[config.mk]
export PLATFORM = sky130hd
export DESIGN_NAME = instruction_loader_flat
export DESIGN_NICKNAME = d
export VERILOG_FILES = /design/src/rtl/instruction_loader_pkg.sv /design/src/rtl/instruction_loader_if.sv /design/src/rtl/instruction_loader_byte_packer.sv /design/src/rtl/instruction_loader.sv /design/src/flat_wrapper.sv
export SDC_FILE = /design/constraint.sdc
export NUM_CORES = 1
export LEC_CHECK = 0
export ABC_AREA = 1
export CORE_MARGIN = 4
export CORE_UTILIZATION = 51
export CTS_BUF_LIST = sky130_fd_sc_hd__clkbuf_8
export CTS_CLUSTER_DIAMETER = 150
export DETAILED_ROUTE_END_ITERATION = 8
export PLACE_DENSITY = 0.88
export SLEW_MARGIN = 10
export SYNTH_ARGS = -nofsm -noshare
export SYNTH_HDL_FRONTEND = slang
export SYNTH_HIERARCHICAL = 1
export SYNTH_SLANG_ARGS = --single-unit
export TNS_END_PERCENT = 5
[constraint.sdc]
create_clock -name clk -period 2.5 [get_ports clk]
set_clock_uncertainty 0.1 [all_clocks]
set_input_delay 0.5 -clock clk [delete_from_list [all_inputs] [get_ports clk]]
set_output_delay 0.5 -clock clk [all_outputs]
set_load 0.03 [all_outputs]
[src/rtl/instruction_loader_pkg.sv]
// Shared MIPS definitions: instruction memory depth and the loader's state encoding.
package instruction_loader_pkg;

    localparam int unsigned IMEM_DEPTH = 256;

    typedef enum logic [2:0] {
        IDLE,
        HDR_HI,
        HDR_LO,
        DATA,
        DONE,
        ERROR
    } loader_state_t;

    // A header count is unusable when it names more words than the memory holds.
    function automatic logic count_exceeds(input logic [15:0] count, input int unsigned depth);
        return 32'(count) > depth;
    endfunction

endpackage

[src/rtl/instruction_loader_if.sv]
// Byte-stream, instruction-memory write and core-control signals of the loader.
interface instruction_loader_if;

    logic        start;
    logic        in_valid;
    logic [7:0]  in_data;
    logic        in_ready;
    logic        imem_we;
    logic [31:0] imem_addr;
    logic [31:0] imem_wdata;
    logic        cpu_hold;
    logic        done;
    logic        error;

    modport master (
        output start, in_valid, in_data,
        input  in_ready, imem_we, imem_addr, imem_wdata, cpu_hold, done, error
    );

    modport slave (
        input  start, in_valid, in_data,
        output in_ready, imem_we, imem_addr, imem_wdata, cpu_hold, done, error
    );

endinterface

[src/rtl/instruction_loader_byte_packer.sv]
// Big-endian 4-byte shift register; flags the shift that completes a word.
module byte_packer (
    input  logic        clk,
    input  logic        reset,
    input  logic        clear,
    input  logic        shift,
    input  logic [7:0]  data,
    output logic [31:0] word,
    output logic        complete
);

    logic [31:0] word_q;
    logic [1:0]  cnt_q;

    // The word including the byte being shifted in now, so a write can be issued on the same edge.
    assign word     = {word_q[23:0], data};
    assign complete = shift && (cnt_q == 2'd3);

    always_ff @(posedge clk) begin
        if (reset || clear) begin
            word_q <= '0;
            cnt_q  <= '0;
        end else if (shift) begin
            word_q <= word;
            cnt_q  <= cnt_q + 2'd1;
        end
    end

endmodule

[src/rtl/instruction_loader.sv]
// Boot loader: streams a framed program image into instruction memory while holding the core.
module instruction_loader
    import instruction_loader_pkg::*;
#(
    parameter int unsigned DEPTH = IMEM_DEPTH
) (
    input logic                 clk,
    input logic                 reset,
    instruction_loader_if.slave bus
);

    loader_state_t state_q, state_d;

    logic [7:0]  n_hi_q;
    logic [15:0] n_q;
    logic [16:0] word_cnt_q;
    logic        we_q;
    logic [31:0] addr_q;
    logic [31:0] wdata_q;

    logic        accepting;
    logic        xfer;
    logic [15:0] header;
    logic        pk_clear;
    logic        pk_shift;
    logic [31:0] pk_word;
    logic        pk_complete;
    logic        last_word;

    assign accepting = (state_q == HDR_HI) || (state_q == HDR_LO) || (state_q == DATA);
    assign xfer      = bus.in_valid && accepting;
    assign header    = {n_hi_q, bus.in_data};
    assign pk_clear  = xfer && (state_q == HDR_LO);
    assign pk_shift  = xfer && (state_q == DATA);
    assign last_word = (word_cnt_q + 17'd1) == {1'b0, n_q};

    byte_packer u_packer (
        .clk      (clk),
        .reset    (reset),
        .clear    (pk_clear),
        .shift    (pk_shift),
        .data     (bus.in_data),
        .word     (pk_word),
        .complete (pk_complete)
    );

    always_ff @(posedge clk) begin
        if (reset) state_q <= IDLE;
        else       state_q <= state_d;
    end

    always_comb begin
        state_d      = state_q;
        bus.in_ready = accepting;
        bus.cpu_hold = 1'b0;
        bus.done     = 1'b0;
        bus.error    = 1'b0;
        case (state_q)
            IDLE: begin
                if (bus.start) state_d = HDR_HI;
            end
            HDR_HI: begin
                bus.cpu_hold = 1'b1;
                if (xfer) state_d = HDR_LO;
            end
            HDR_LO: begin
                bus.cpu_hold = 1'b1;
                if (xfer) begin
                    if (header == '0)                      state_d = DONE;
                    else if (count_exceeds(header, DEPTH)) state_d = ERROR;
                    else                                   state_d = DATA;
                end
            end
            DATA: begin
                bus.cpu_hold = 1'b1;
                // Leave on the edge that issues the final write so release and write land together.
                if (pk_complete && last_word) state_d = DONE;
            end
            DONE: begin
                bus.done = 1'b1;
                if (bus.start) state_d = HDR_HI;
            end
            ERROR: begin
                bus.cpu_hold = 1'b1;
                bus.error    = 1'b1;
            end
            default: state_d = IDLE;
        endcase
    end

    always_ff @(posedge clk) begin
        if (reset) begin
            n_hi_q     <= '0;
            n_q        <= '0;
            word_cnt_q <= '0;
            we_q       <= 1'b0;
            addr_q     <= '0;
            wdata_q    <= '0;
        end else begin
            we_q <= 1'b0;
            if (xfer && (state_q == HDR_HI)) n_hi_q <= bus.in_data;
            if (pk_clear) begin
                n_q        <= header;
                word_cnt_q <= '0;
            end
            if (pk_complete) begin
                we_q       <= 1'b1;
                addr_q     <= 32'(word_cnt_q);
                wdata_q    <= pk_word;
                word_cnt_q <= word_cnt_q + 17'd1;
            end
        end
    end

    assign bus.imem_we    = we_q;
    assign bus.imem_addr  = addr_q;
    assign bus.imem_wdata = wdata_q;

endmodule

[src/flat_wrapper.sv]
// flat-port wrapper written by rule: the top's interface ports become plain ports
module instruction_loader_flat import instruction_loader_pkg::*;
#(
    parameter int unsigned DEPTH = IMEM_DEPTH
)
  (clk, reset, bus_start, bus_in_valid, bus_in_data, bus_in_ready, bus_imem_we, bus_imem_addr, bus_imem_wdata, bus_cpu_hold, bus_done, bus_error);
  instruction_loader_if bus_i ();
  input logic clk;
  input logic reset;
  input wire logic [$bits(bus_i.start)-1:0] bus_start;
  input wire logic [$bits(bus_i.in_valid)-1:0] bus_in_valid;
  input wire logic [$bits(bus_i.in_data)-1:0] bus_in_data;
  output wire logic [$bits(bus_i.in_ready)-1:0] bus_in_ready;
  output wire logic [$bits(bus_i.imem_we)-1:0] bus_imem_we;
  output wire logic [$bits(bus_i.imem_addr)-1:0] bus_imem_addr;
  output wire logic [$bits(bus_i.imem_wdata)-1:0] bus_imem_wdata;
  output wire logic [$bits(bus_i.cpu_hold)-1:0] bus_cpu_hold;
  output wire logic [$bits(bus_i.done)-1:0] bus_done;
  output wire logic [$bits(bus_i.error)-1:0] bus_error;
  assign bus_i.start = bus_start;
  assign bus_i.in_valid = bus_in_valid;
  assign bus_i.in_data = bus_in_data;
  assign bus_in_ready = bus_i.in_ready;
  assign bus_imem_we = bus_i.imem_we;
  assign bus_imem_addr = bus_i.imem_addr;
  assign bus_imem_wdata = bus_i.imem_wdata;
  assign bus_cpu_hold = bus_i.cpu_hold;
  assign bus_done = bus_i.done;
  assign bus_error = bus_i.error;
  instruction_loader #(.DEPTH(DEPTH)) u_core (.clk(clk), .reset(reset), .bus(bus_i));
endmodule
; ---- After elaboration in Yosys (flattened, before gate mapping)
; Index checks and enable logic that the tools add are counted.
[word_totals]
mem_bits_ro = 0
memories = 0
regBits = 120
wordCells = 52
latchBits = 0
input_bits = 12
mem_bits_rw = 0
[classes]
add_sub_neg = 2
shifts = 0
n_lt_le_gt_ge = 1
mux = 13
n_bitwise = 1
n_eq_ne = 11
div = 0
n_reduce_logical = 15
multipliers = 0
[op_table]
columns = cell, n
row1 = $mux 17, 2
row2 = $mux 3, 6
row3 = $add 17x1->17 const B, 1
row4 = $eq 17x16->1, 1
row5 = $gt 16x9->1 const B, 1
row6 = $logic_not 16->1, 1
row7 = $pmux 3 s5, 1
row8 = $eq 3x2->1 const B, 2
row9 = $eq 3x3->1 const B, 2
row10 = $logic_and 1x1->1, 6
row11 = $ne 2x1->1 const B, 3
row12 = $reduce_and 5->1, 1
row13 = $mux 1, 4
row14 = $reduce_or 4->1, 1
row15 = $eq 3x1->1 const B, 1
row16 = $logic_not 3->1, 1
row17 = $logic_or 1x1->1, 3
row18 = $add 2x1->2 const B, 1
row19 = $eq 2x2->1 const B, 1
row20 = $ne 2x2->1 const B, 1
row21 = $reduce_bool 2->1, 1
row22 = $reduce_or 2->1, 1
row23 = $not 1->1, 1

; ---- Logic depth before layout (Yosys ltp)
; Gate-level depths: netlist (run 1).
[logic_depth]
depth_word = 9
mapped_depth = 23

; ---- Modules after synthesis
; Netlist (run 1), hierarchy kept.
[modules_own_cells]
columns = module, area_per_inst_um2, seq_area_each_um2, instances, cells_each
row1 = instruction_loader, 4232.8, 1881.8, 1, 611
row2 = byte_packer, 1162.4, 520.5, 1, 175

; ---- Least setup slack after synthesis (run 1)
; OpenSTA, ideal clock, no wires.
[synth_path]
path_kind = register to register
from = reg u_core.state_q[1]
to = reg u_core.state_q[0]
period_less_slack_ns = 2.525
path_stages_with_launch = 23
arrival_ns = 2.312
path_slack_ns = -0.025
required_time_ns = 2.287
setup_time_ns = 0.113
path_cell_list = dfxtp_1 > inv_1 > nor2_1 > inv_1 > nor3_1 > buf_4 > buf_4 > nand2_1 > inv_1 > buf_2 > clkinv_1 > nor2_1 > nand3_1 > nor2_1 > nand2_1 > nor2_1 > nand3_1 > nor2_1 > nand2_1 > nand2_2 > nand2_2 > o21ai_1 > inv_1
[synth_via]
elab_chain_cells = 9
elab_cells_between_ends = 20
classes_between = 9 x eq/ne / 1 x mux / 1 x bitwise / 9 x reduce/logical
[synth_lines]
columns = item, line
row1 = from (decl), instruction_loader.sv:12  ; loader_state_t state_q, state_d;
row2 = from (signal assigned), instruction_loader.sv:49  ; else state_q <= state_d;
row3 = $eq 3x1->1 / $eq 3x2->1 (equally long branches), instruction_loader.sv:30  ; assign accepting = (state_q == HDR_HI) || (state_q == HDR_LO) || (state_q == DATA);
row4 = $logic_or 1x1->1 (2 in series), instruction_loader.sv:30
row5 = $logic_and 1x1->1, instruction_loader.sv:31  ; assign xfer = bus.in_valid && accepting;
row6 = $logic_and 1x1->1 (*), instruction_loader.sv:34  ; assign pk_shift = xfer && (state_q == DATA);
row7 = named net u_core.pk_shift, instruction_loader.sv:25  ; logic pk_shift;
row8 = $logic_and 1x1->1 (*), instruction_loader_byte_packer.sv:17  ; assign complete = shift && (cnt_q == 2'd3);
row9 = named net u_core.pk_complete, instruction_loader.sv:27  ; logic pk_complete;
row10 = $logic_and 1x1->1 (*), instruction_loader.sv:77  ; if (pk_complete && last_word) state_d = DONE;
row11 = $ne 2x2->1 (no line) (*), --
row12 = $reduce_and 5->1 (no line) (*), --
; The timed path passes the listed nets; every way through them passes the cells marked *.
; A chain may end at the register's enable or synchronous reset.

; ---- Worst setup path in the final report (run 1)
[layout_path]
from = reg u_core.state_q[1]
to = out bus_cpu_hold
[layout_via]
elab_chain_cells = 3
elab_cells_between_ends = 6
classes_between = 4 x eq/ne / 1 x mux / 1 x reduce/logical
[layout_lines]
columns = item, line
row1 = $eq 3x3->1 (tied with other cells), instruction_loader.sv:58  ; case (state_q)
row2 = $reduce_or 4->1 (no line) (*), --
row3 = $mux 1 (*), instruction_loader.sv:58
row4 = to (decl), flat_wrapper.sv:17  ; output wire logic [$bits(bus_i.cpu_hold)-1:0] bus_cpu_hold;
; Mark *: on every way between the ends. The rest lies on a longest branch, timed or not.

==> results.txt, run 1 <==
* CTS H-Tree Depth: 4
- The startpoint identified for the worst register-to-register timing path is u_core/word_cnt_q[1]$_SDFFE_PP0P_.
- The endpoint identified for the worst register-to-register timing path is u_core/state_q[1]$_SDFFE_PP0P_.
* Number of I/O pins: 81
- Slowest Stage Delay on Critical Path: 670 ps
- Walking the worst path, the cells encountered are inv_2 -> nor2_2 -> inv_2 -> nand2_1 -> clkdlybuf4s50_1.
* Type of element capturing the critical path: primary output
* Maximum fanout count along the critical path: 4
* Final worst path period share: 0.968
- The repair_antennas step left the layout with diodes totalling 0.
* Per-cell via count in the routed design: 5.14
* Overall via count from detail_route: 5150
- Clock network latency to the later pin of the worst-skew pair: 430 ps
* Cell row count: 37
* Layout overhead on the synthesized area: 21.2%
* Pin count of the biggest net entering global routing: 56
- The number of antenna violations at the first check in global routing is 0.
* Wire length per cell: 13.4 µm
- The worst-case IR drop observed on VDD is 363 µV.
* Final Routed Wirelength: 13400 µm
* Time the final worst path needs with I/O delays and setup: 2420 ps
- Counting instances, the worst hold path has a depth of 2.
- Number of buffers inserted during clock tree synthesis: 17
- The die covers 12300 µm².
- In this run, placement finished with an instance count of 967.
- The tool flagged a number of max-cap violations equal to 0.
- In this run, synthesis produced a sequential element count of 120.
- Netlist area before placement: 5400 µm²
* Buffers on Ports: 65
* CTS tree: yes
- Setup slack on the worst reg-to-reg path comes out at 260 ps.
- The tree is rooted in a sky130_fd_sc_hd__clkbuf_8.
- The worst hold path terminates at u_core/n_q[12]$_SDFFE_PP0P_.
- By startpoint and endpoint, the worst setup path is classified as flip-flop to primary output.
* Final hold viol count: 0
- Pwr Total: 4.77 mW
- Minimum hold slack: 376 ps
- Synthesis warning total: 6
- Pwr per Cell Area: 730 nW/µm²
* CP Data Required Time: 1900 ps
- The run finished with clean final reports.
- Number of optimization iterations in the first detailed-route pass: 5
- Final Wtd Congestion: 0.907
* Layout cell share with drive strength beyond 1: 0.0960
* Leakage power summed over all cells: 2.74 nW
- Final max-slew violation count: 0
- Setup violations remaining at the end of the flow were counted as 0.
* Final routed DRC violation total: 0
- The core region is 10300 µm².
- Start point of the critical path: u_core/state_q[1]$_SDFFE_PP0P_
- Width of the chip: 111 µm
- Sequential fraction of the synthesis area: 0.445
* Die Y-Extent: 111 µm
* Slew HR: 0.533
- Excluding fillers, the count of instances in the completed layout stands at 1001.
* Total of hold buffers inserted after clock tree synthesis: 0
- Estimated wirelength of the detail-placed design: 9160 µm
- HP Class: flip-flop to flip-flop
- The detail route stage leaves a number of antenna-violating nets equal to 0.
* Buffers from clock root to sink, at most: 2
* Reg clk slew, reported paths: 70 ps
* Total global routing overflow: 0
- Global-route wire length before repair: 22300 µm
- In this run the most critical hold path is launched from u_core/n_q[12]$_SDFFE_PP0P_.
* Most used cells in the layout excluding fill and tap cells: sky130_fd_sc_hd__nor2_1 (190), sky130_fd_sc_hd__nand2_1 (156), sky130_fd_sc_hd__dfxtp_1 (118)
* Initial Utilization: 0.523
- Max stage delay cell, worst path: sky130_fd_sc_hd__clkdlybuf4s50_1
- Crit-path most repeated cell: sky130_fd_sc_hd__inv_2
- In the global route stage, overall resource usage came out at 0.218.
- After the last flow step, the layout net total stands at 866.
- The average instance in the mapped netlist occupies 6.86 µm².
- Cell count after synthesis: 786
- For the final routed database, the setup TNS stands at 0 ps.
- Counting cells, the worst reg-to-reg path comes to 17.
- Commonest non-fill, non-tap cell in the layout: sky130_fd_sc_hd__nor2_1
- Kind of start point of the critical path: flip-flop
- Number of sinks on the clock net: 120
- Initial drt markers: 507
- Data arrives at the worst endpoint at 1820 ps.
- The number of global-route vias before repair came to 4808.
- Synthesis instantiated 31 different standard cells from the library.
- Worst Tran Pin Value: 699 ps
- Fmax: 413 MHz
[through the flow]
stage                     setup WS, ps  area, µm²  utilization
after global routing             -40.6       6540        0.633
after floorplan                   51.3       5450            -
after global placement           -37.4       6120        0.593
after CTS                         19.5       6510        0.631
after detailed placement          -106       6120        0.593
final                             81.1       6540        0.633
[cell families after synthesis]
family,Yosys count,share of synthesized area
AND/OR/NAND/NOR,410,0.313
flip-flops,120,0.445
AO/OA/AOI/OAI,126,0.119
adder cells (fa/ha/maj),2,0.00464
other,1,0.000695
buffers and inverters,125,0.112
XOR/XNOR,2,0.00580
[flip-flops by register name (all words and copies together) (netlist names)]
| name | flops |
|---|---|
| u_core/word_cnt_q | 17 |
| u_core/u_packer/word_q | 24 |
| u_core/bus.imem_addr | 17 |
| u_core/u_packer/cnt_q | 2 |
| u_core/n_q | 16 |
| u_core/bus.imem_wdata | 32 |
| u_core/n_hi_q | 8 |
| u_core/state_q | 3 |
| u_core/bus.imem_we | 1 |
[Yosys cell counts, drive strengths merged]
cell type,count,share of area
conb,1,0.00070
xor2,1,0.0016
nand3b,5,0.0070
nor2,198,0.15
xnor3,1,0.0042
a21boi,1,0.0014
nor3,2,0.0019
a32o,1,0.0019
or3,1,0.0012
dfxtp,120,0.45
clkbuf,23,0.016
nand2,163,0.12
nor4,3,0.0035
nand3,32,0.030
nand4,6,0.0070
o21ai,81,0.076
a21oi,43,0.040
buf,34,0.048
inv,67,0.047
ha,2,0.0046
clkinv,1,0.00070
[how the worst max path moves through the flow]
stage	end	slack, ps
after detailed placement	u_core/state_q[0]$_SDFFE_PP0P_	-110
after global placement	u_core/state_q[0]$_SDFFE_PP0P_	-40
after global routing	u_core/state_q[1]$_SDFFE_PP0P_	-40
after CTS	bus_cpu_hold	20
after floorplan	u_core/state_q[0]$_SDFFE_PP0P_	50
final	bus_cpu_hold	80
[report_power, final]
group	internal (mW)	total [mW]	switching, mW
clock	0.826	1.72	0.893
sequential	2.06	2.16	0.105
combinational	0.327	0.890	0.563
total	3.21	4.77	1.56
[worst max-delay path, delay by kind of cell, from the launching register on]
family                 cells  cell delay (ps)
buffers and inverters      3              800
and+or+nand+nor            2              230
DFF                        1              370
[cell type report]
cell class,count,area [µm²]
timing repair buffer,90,862
fill,879,3790
multi-input combinational,555,2450
tap,136,170
clock inverter,15,154
sequential,120,2400
clock buffer,17,234
inverter,68,256
[metal layers]
metal	part of all wire	track usage
met5	0	0
met4	0.030	0.0870
met3	0.069	0.0491
met2	0.49	0.364
met1	0.41	0.272
[repair_timing]
item                                   4_1_cts  5_1_grt
setup endpoints to repair                    1        4
endpoints found under the hold margin        0        0
setup buffers                                0        2
gates resized for setup                      1        7
pin swaps                                    0        7
No activity file was read; power rests on OpenSTA's default activity.
==> inputs of run 2 (changes only) <==
Settings changed: CORE_UTILIZATION 51 to 50, PLACE_DENSITY 0.88 to 0.87, REMOVE_ABC_BUFFERS from default to 1.
==> results.txt, run 2 (same netlist as run 1, synthesis figures left out) <==
- Total negative slack: 0 ps (unchanged)
* Setup Crit Path Kind: flip-flop to primary output
* Power spent charging and discharging nets: 1.51 mW (-3.5%)
- The peak clock frequency supported by timing came to 427 MHz (+3.4%).
* Total Routing Usage GR: 0.207 (-0.0110)
- The number of I/O pins came to 81 (unchanged).
* CP Data Required Time: 1900 ps (about the same)
* Core area: 10400 µm² (+0.90%)
- The fraction of power consumed by sequential logic is 0.464 (+0.011).
- The biggest cell delay along the critical path was 670 ps (about the same).
* Relative contribution of the clock network to total power: 0.355 (-0.005)
- Routed wl met3: 962 µm (+4.2%)
* Least setup slack across all paths after layout: 161 ps (+79.5 ps)
- Layout cell share with drive strength beyond 1: 0.0882 (-0.00779)
- The via count of the routed design came to 5057 (-1.8%).
- The post-layout total power is 4.67 mW (-2.1%).
- For this design, the slowest cell found on the critical path is sky130_fd_sc_hd__clkdlybuf4s50_1.
- Total of hold buffers inserted after clock tree synthesis: 0 (unchanged)
- Critical register-to-register path endpoint: u_core/state_q[1]$_SDFFE_PP0P_
- The chip height is 112 µm (+0.92%).
* Register-to-register setup slack: 260 ps (about the same)
- Final Routed Wirelength: 12700 µm (-5.0%)
* Via count of the first global-routing pass: 4633 (-3.6%)
- The post-placement cell count was 966 (-0.10%).
* CP top delay family: buffers and inverters
* Final max-slew violation count: 0 (unchanged)
- Buffers on Ports: 65 (unchanged)
- The logic depth of the worst register-to-register path came to 15 (-2).
- The worst hold path belongs to the class flip-flop to flip-flop.
- Launch instance of the worst register-to-register path: u_core/word_cnt_q[1]$_SDFFE_PP0P_
- Antenna Cells: 0 (unchanged)
- The first-pass GRT wire length came to 21600 µm (-3.5%).
* Worst setup timing slack at the placement stage: -195 ps (-88.8 ps)
- The post-detailed-route DRC marker count came to 0 (unchanged).
- The maximum count of clock buffers along a single path came to 2 (unchanged).
- Layout overhead on the synthesized area: 20.1%
- Power Internal: 3.16 mW (-1.4%)
- The tree is rooted in a sky130_fd_sc_hd__clkbuf_8.
- The total die area came to 12500 µm² (+1.8%).
- The cell leakage power came to 2.72 nW (-0.62%).
- Estimated wirelength of the detail-placed design: 8370 µm (-8.6%)
- Per-cell via count in the routed design: 5.07 (-1.5%)
- The initial DRC count is 362 (-29%).
* Minimum hold slack: 373 ps (-3.12 ps)
* Number of optimization iterations in the first detailed-route pass: 5 (unchanged)
- Clock network latency to the later pin of the worst-skew pair: 440 ps (about the same)
- Width of the chip: 112 µm (+0.92%)
- The worst setup path is captured at a primary output.
* Kind of start point of the critical path: flip-flop
* Slew HR: 0.578 (+0.0451)
- The part of the power in combinational logic is 0.181 (-0.006).
* Start point of the critical path: u_core/state_q[1]$_SDFFE_PP0P_
- Post-Layout Inst Area: 6480 µm² (-0.90%)
- The post-route core utilization is 0.622 (-0.0113).
- The depth of the critical timing path with buffers and inverters included is 4 (-1).
- The clock transition at the register clock pins on the worst setup and hold paths after CTS is 80 ps (about the same).
- Number of sinks on the clock net: 120 (unchanged)
* CTS tree: yes
- Most used cells in the layout excluding fill and tap cells: sky130_fd_sc_hd__nor2_1 (190), sky130_fd_sc_hd__nand2_1 (156), sky130_fd_sc_hd__dfxtp_1 (118)
- DR WL met2: 6020 µm (-8.0%)
* Initial Utilization: 0.518 (-0.00465)
- The minimum clock period was 2340 ps (-79.5 ps).
* Crit-path most repeated cell: sky130_fd_sc_hd__nor2_1
- Initial antenna violation count: 0 (unchanged)
- The total CTS buffers is 17 (unchanged).
- Setup repair after global routing could not meet its margin everywhere.
* Commonest non-fill, non-tap cell in the layout: sky130_fd_sc_hd__nor2_1
- CTS H-Tree Depth: 4 (unchanged)
* Total global routing overflow: 0 (unchanged)
- Endpoint of the most critical setup path: bus_done
* Switching share of total power: 0.323 (-0.00458)
- The final-report hold violation count came to 0 (unchanged).
- The per-cell routed wire length came to 12.8 µm (-4.7%).
* CP arrival: 1740 ps (-80 ps)
- The count of endpoints failing setup in the final report was 0 (unchanged).
* Buffer count from post-CTS setup fixing: 0 (unchanged)
* Cell row count: 37 (unchanged)
- The run finished with clean final reports.
- Largest voltage drop on the vdd net: 388 µV (+6.8%)
- Post-placement cell area: 6090 µm² (-0.55%)
- The largest fanout on the critical path was 4 (unchanged).
* Pwr per Cell Area: 721 nW/µm² (-1.2%)
- The transition time of the tightest slew-check pin is 631 ps (-68.4 ps).
* Final Wtd Congestion: 0.895 (-1.4%)
* Count of placed standard cells in the final layout, fillers left out: 998 (-0.30%)
- Routed signal wires occupy layers up through met4.
- Nets@finish: 863 (-0.35%)
* Max Cap Viol: 0 (unchanged)
* Post-DRT Antenna Nets: 0 (unchanged)
- The share of the cycle needed by the critical path after routing is 0.936 (-0.0318).
* Worst path cell trace: nor2_1 -> inv_1 -> nor2_1 -> clkdlybuf4s50_1
- The total buffers and inverters traversed by the critical path came to 2 (-1).
- The maximum number of pins on one net before global-route repair is 59 (+5.4%).
- The sum of routed wire segments on met1 came to 5550 µm (about the same).
- Max FFs per register: 32 (unchanged)
==> run 2: timing repair <==
action / CTS / global route
endpoints found under the hold margin: 0 / 0
setup endpoints to repair: 1 / 3
gates resized for setup: 1 / 6
cloned: 0 / 0
pin swaps: 0 / 0
==> run 2: worst min path at each step <==
stage	depth (start not counted)	end	from	slack, ps
floorplan	2	u_core/n_q[15]$_SDFFE_PP0P_	u_core/n_q[15]$_SDFFE_PP0P_	350
global placement	2	u_core/n_q[15]$_SDFFE_PP0P_	u_core/n_q[15]$_SDFFE_PP0P_	360
detailed placement	2	u_core/u_packer/word_q[20]$_SDFFE_PP0P_	u_core/u_packer/word_q[20]$_SDFFE_PP0P_	360
CTS	2	u_core/u_packer/word_q[20]$_SDFFE_PP0P_	u_core/u_packer/word_q[20]$_SDFFE_PP0P_	380
global route	2	u_core/n_q[5]$_SDFFE_PP0P_	u_core/n_q[5]$_SDFFE_PP0P_	390
finish	2	u_core/u_packer/word_q[20]$_SDFFE_PP0P_	u_core/u_packer/word_q[20]$_SDFFE_PP0P_	370
==> run 2: layout make-up <==
class	count	area (µm²)
flip-flops and latches	120	2400
multi-input cells	555	2450
clock buffers	17	234
fillers	911	3940
well taps	136	170
clock inverters	15	144
repair buffers	87	817
inverters	68	255
==> run 2: power by group through the flow <==
stage / clock, mW / sequential (mW) / combinational, mW
global placement: 0 / 2.19 / 0.812
finish: 1.66 / 2.17 / 0.846
floorplan: 0 / 2.17 / 0.601
detailed placement: 0 / 2.20 / 0.826
global route: 1.78 / 2.18 / 0.957
CTS: 1.68 / 2.16 / 0.838
==> run 2: layer usage <==
layer | vias to the layer above | global-route usage
met4 | 0 | 0.0633
met3 | 27 | 0.0647
met2 | 170 | 0.342
li1 | 2568 | -
met1 | 2292 | 0.259
met5 | - | 0
==> run 2: tightest hold or removal path: stages (launching register included) <==
cell and delay [ps]:
sky130_fd_sc_hd__dfxtp_1 320, sky130_fd_sc_hd__nor2_1 80, sky130_fd_sc_hd__nor2_1 50
==> inputs of run 3 (changes only) <==
Settings changed: DONT_BUFFER_PORTS from default to 1, PLACE_DENSITY 0.87 to 0.77, SKIP_CTS_REPAIR_TIMING from default to 1.
==> results.txt, run 3 (same netlist as run 1, synthesis figures left out) <==
* Result of the run: completed
- CTS tree: yes
- The flip-flop count of the largest register after layout was 32 (unchanged).
- Slowest Stage Delay on Critical Path: 350 ps (-320 ps)
- The number of levels the H-tree was split into was 4 (unchanged).
* Switching share of total power: 0.312 (-0.0109)
* Register-to-register setup slack: 280 ps (+20 ps)
* Max stage delay cell, worst path: sky130_fd_sc_hd__dfxtp_2
- The part of the power in combinational logic is 0.161 (-0.020).
- The share of final-layout standard cells stronger than drive strength 1 was 0.0827 (-0.00547).
- Leaving out fill and tap cells, the most frequent cell in the layout is sky130_fd_sc_hd__nor2_1.
* Nets@finish: 788 (-8.7%)
* Minimum hold slack: 32.5 ps (-340 ps)
- The maximum count of clock buffers along a single path was 2 (unchanged).
* Worst Tran Pin Value: 616 ps (-14.6 ps)
- Initial drt markers: 259 (-28%)
- Total negative slack: 0 ps (unchanged)
* Final Wtd Congestion: 0.844 (-5.7%)
* CP Data Required Time: 2750 ps (+850 ps)
* Number of buffers inserted during clock tree synthesis: 17 (unchanged)
- The final-report hold violation count is 0 (unchanged).
- Compared with the post-synthesis result, the final layout area differs by 6.89%.
- Final Routed Wirelength: 12200 µm (-4.6%)
- The worst path arrival time came to 2460 ps (+720 ps).
- The max-capacitance violation count was 0 (unchanged).
- Cell row count: 37 (unchanged)
* Final worst path period share: 0.886 (-0.0496)
- The first-pass GRT wire length is 20800 µm (-3.5%).
- The net load switching power is 1.44 mW (-4.1%).
- The count of input and output buffers is 0 (-100%).
* Number of cells on the worst reg-to-reg path: 19 (+4)
- Total global routing overflow: 0 (unchanged)
* Width of the chip: 112 µm (unchanged)
- Worst path cell trace: inv_1 -> nor2_2 -> inv_2 -> nor3_2 -> nand2_1 -> inv_2 -> clkinv_1 -> nor2_1 -> nand3_1 -> nor2_1 -> nand2_1 -> nor2_1 -> nand3_1 -> nor2_1 -> nand2_1 -> nand2_2 -> nand2_2 -> o21ai_1 -> inv_1
- The most numerous cell type found on the critical path is sky130_fd_sc_hd__nor2_1.
- The count of inserted antenna diode cells was 0 (unchanged).
- Start point of the critical path: u_core/state_q[1]$_SDFFE_PP0P_
- Initial Utilization: 0.518 (unchanged)
- Endpoint of the most critical setup path: u_core/state_q[0]$_SDFFE_PP0P_
- The total track usage is 0.201 (-0.00559).
- Setup Crit Path Kind: flip-flop to flip-flop
* Maximum fanout count along the critical path: 4 (unchanged)
* Initial antenna violation count: 0 (unchanged)
- Number of I/O pins: 81 (unchanged)
- Sequential share of power: 0.466 (+0.002)
* Die Y-Extent: 112 µm (unchanged)
- Type of element capturing the critical path: flip-flop
- Reg clk slew, reported paths: 90 ps (about the same)
- Critical register-to-register path endpoint: u_core/state_q[0]$_SDFFE_PP0P_
* Estimated wirelength of the detail-placed design: 7950 µm (-5.0%)
* Count of final setup violators: 0 (unchanged)
- Kind of start point of the critical path: flip-flop
- Final max-slew violation count: 0 (unchanged)
- Wire length per cell: 13.2 µm (+3.2%)
- The internal portion of total power is 3.19 mW (+0.85%).
* Root cell of the clock tree: sky130_fd_sc_hd__clkbuf_8
- Unrepaired setup endpoints after global routing: no
- Pin count of the biggest net entering global routing: 59 (unchanged)
- The count of nets left with antenna violations after detail routing is 0 (unchanged).
* Time the final worst path needs with I/O delays and setup: 2220 ps (-124 ps)
- Final routed DRC violation total: 0 (unchanged)
- The power per unit of standard cell area is 803 nW/µm² (+11%).
- Launch instance of the worst register-to-register path: u_core/state_q[1]$_SDFFE_PP0P_
* Relative contribution of the clock network to total power: 0.373 (+0.018)
- The peak clock frequency supported by timing was 451 MHz (+5.6%).
- Per-cell via count in the routed design: 5.07 (about the same)
* Largest voltage drop on the vdd net: 453 µV (+17%)
- The total die area is 12500 µm² (unchanged).
- Via count of the first global-routing pass: 4407 (-4.9%)
- The area of the core region was 10400 µm² (unchanged).
- The via count of the routed design was 4672 (-7.6%).
- Number of sinks on the clock net: 120 (unchanged)
* Leakage power summed over all cells: 2.45 nW (-10%)
- Clock network latency to the later pin of the worst-skew pair: 440 ps (about the same)
- HP Class: primary input to flip-flop
* Slew HR: 0.588 (+0.00974)
- Number of optimization iterations in the first detailed-route pass: 5 (unchanged)
- In the layout the commonest cells are sky130_fd_sc_hd__nor2_1 (191), sky130_fd_sc_hd__nand2_1 (156), sky130_fd_sc_hd__dfxtp_1 (119).
- Pwr Total: 4.63 mW (-0.74%)
run 3: changes by cell type in the layout (fill, tap and decap cells not counted), moves of 2 or more:
cell	before	now
sky130_fd_sc_hd__clkdlybuf4s50_1	63	0
sky130_fd_sc_hd__buf_4	22	11
sky130_fd_sc_hd__clkinv_2	0	3
sky130_fd_sc_hd__clkinv_4	6	4
run 3: through the flow:
stage | utilization | area (µm²) | instances | setup slack, ps
floorplan | - | 5100 | 743 | -4160
global placement | 0.516 | 5370 | 890 | 333
detailed placement | 0.516 | 5370 | 890 | 223
CTS | 0.553 | 5760 | 921 | 208
global route | 0.554 | 5770 | 922 | 1.53
finish | 0.554 | 5770 | 922 | 285
run 3: worst max-delay path, delay by kind of cell, from the launching register on:
kind	cells	cell delay [ps]
compound gates	1	130
buf+inv	5	320
flops	1	350
simple gates	13	1220
run 3: how the worst min path moves through the flow:
stage                                                    to                               startpoint  cells past startpoint  slack (ps)
floorplan                       u_core/n_q[15]$_SDFFE_PP0P_              u_core/n_q[15]$_SDFFE_PP0P_                      2         350
global placement                u_core/n_q[15]$_SDFFE_PP0P_              u_core/n_q[15]$_SDFFE_PP0P_                      2         360
detailed placement  u_core/u_packer/word_q[16]$_SDFFE_PP0P_  u_core/u_packer/word_q[16]$_SDFFE_PP0P_                      2         360
CTS                      u_core/word_cnt_q[14]$_SDFFE_PP0P_                                    reset                      1           9
global route             u_core/word_cnt_q[12]$_SDFFE_PP0P_                                    reset                      1          10
finish                   u_core/word_cnt_q[14]$_SDFFE_PP0P_                                    reset                      1          30
run 3: cell type report:
| type | count | area [µm²] |
|---|---|---|
| fillers | 1024 | 4650 |
| multi-input cells | 555 | 2450 |
| flip-flops and latches | 120 | 2400 |
| inverters | 68 | 255 |
| clock buffers | 17 | 234 |
| well taps | 136 | 170 |
| clock inverters | 14 | 151 |
| repair buffers | 12 | 103 |
run 3: power groups by stage:
stage	Combinational [mW]	Clock, mW	Sequential [mW]
floorplan	0.601	0	2.17
global placement	0.726	0	2.20
detailed placement	0.735	0	2.20
CTS	0.742	1.77	2.15
global route	0.868	1.84	2.18
finish	0.746	1.73	2.16
run 3: routing by layer:
layer  track usage  wire [µm]
met5             0          0
met4        0.0819        190
met1         0.252       5470
met2         0.323       5640
met3        0.0609        845
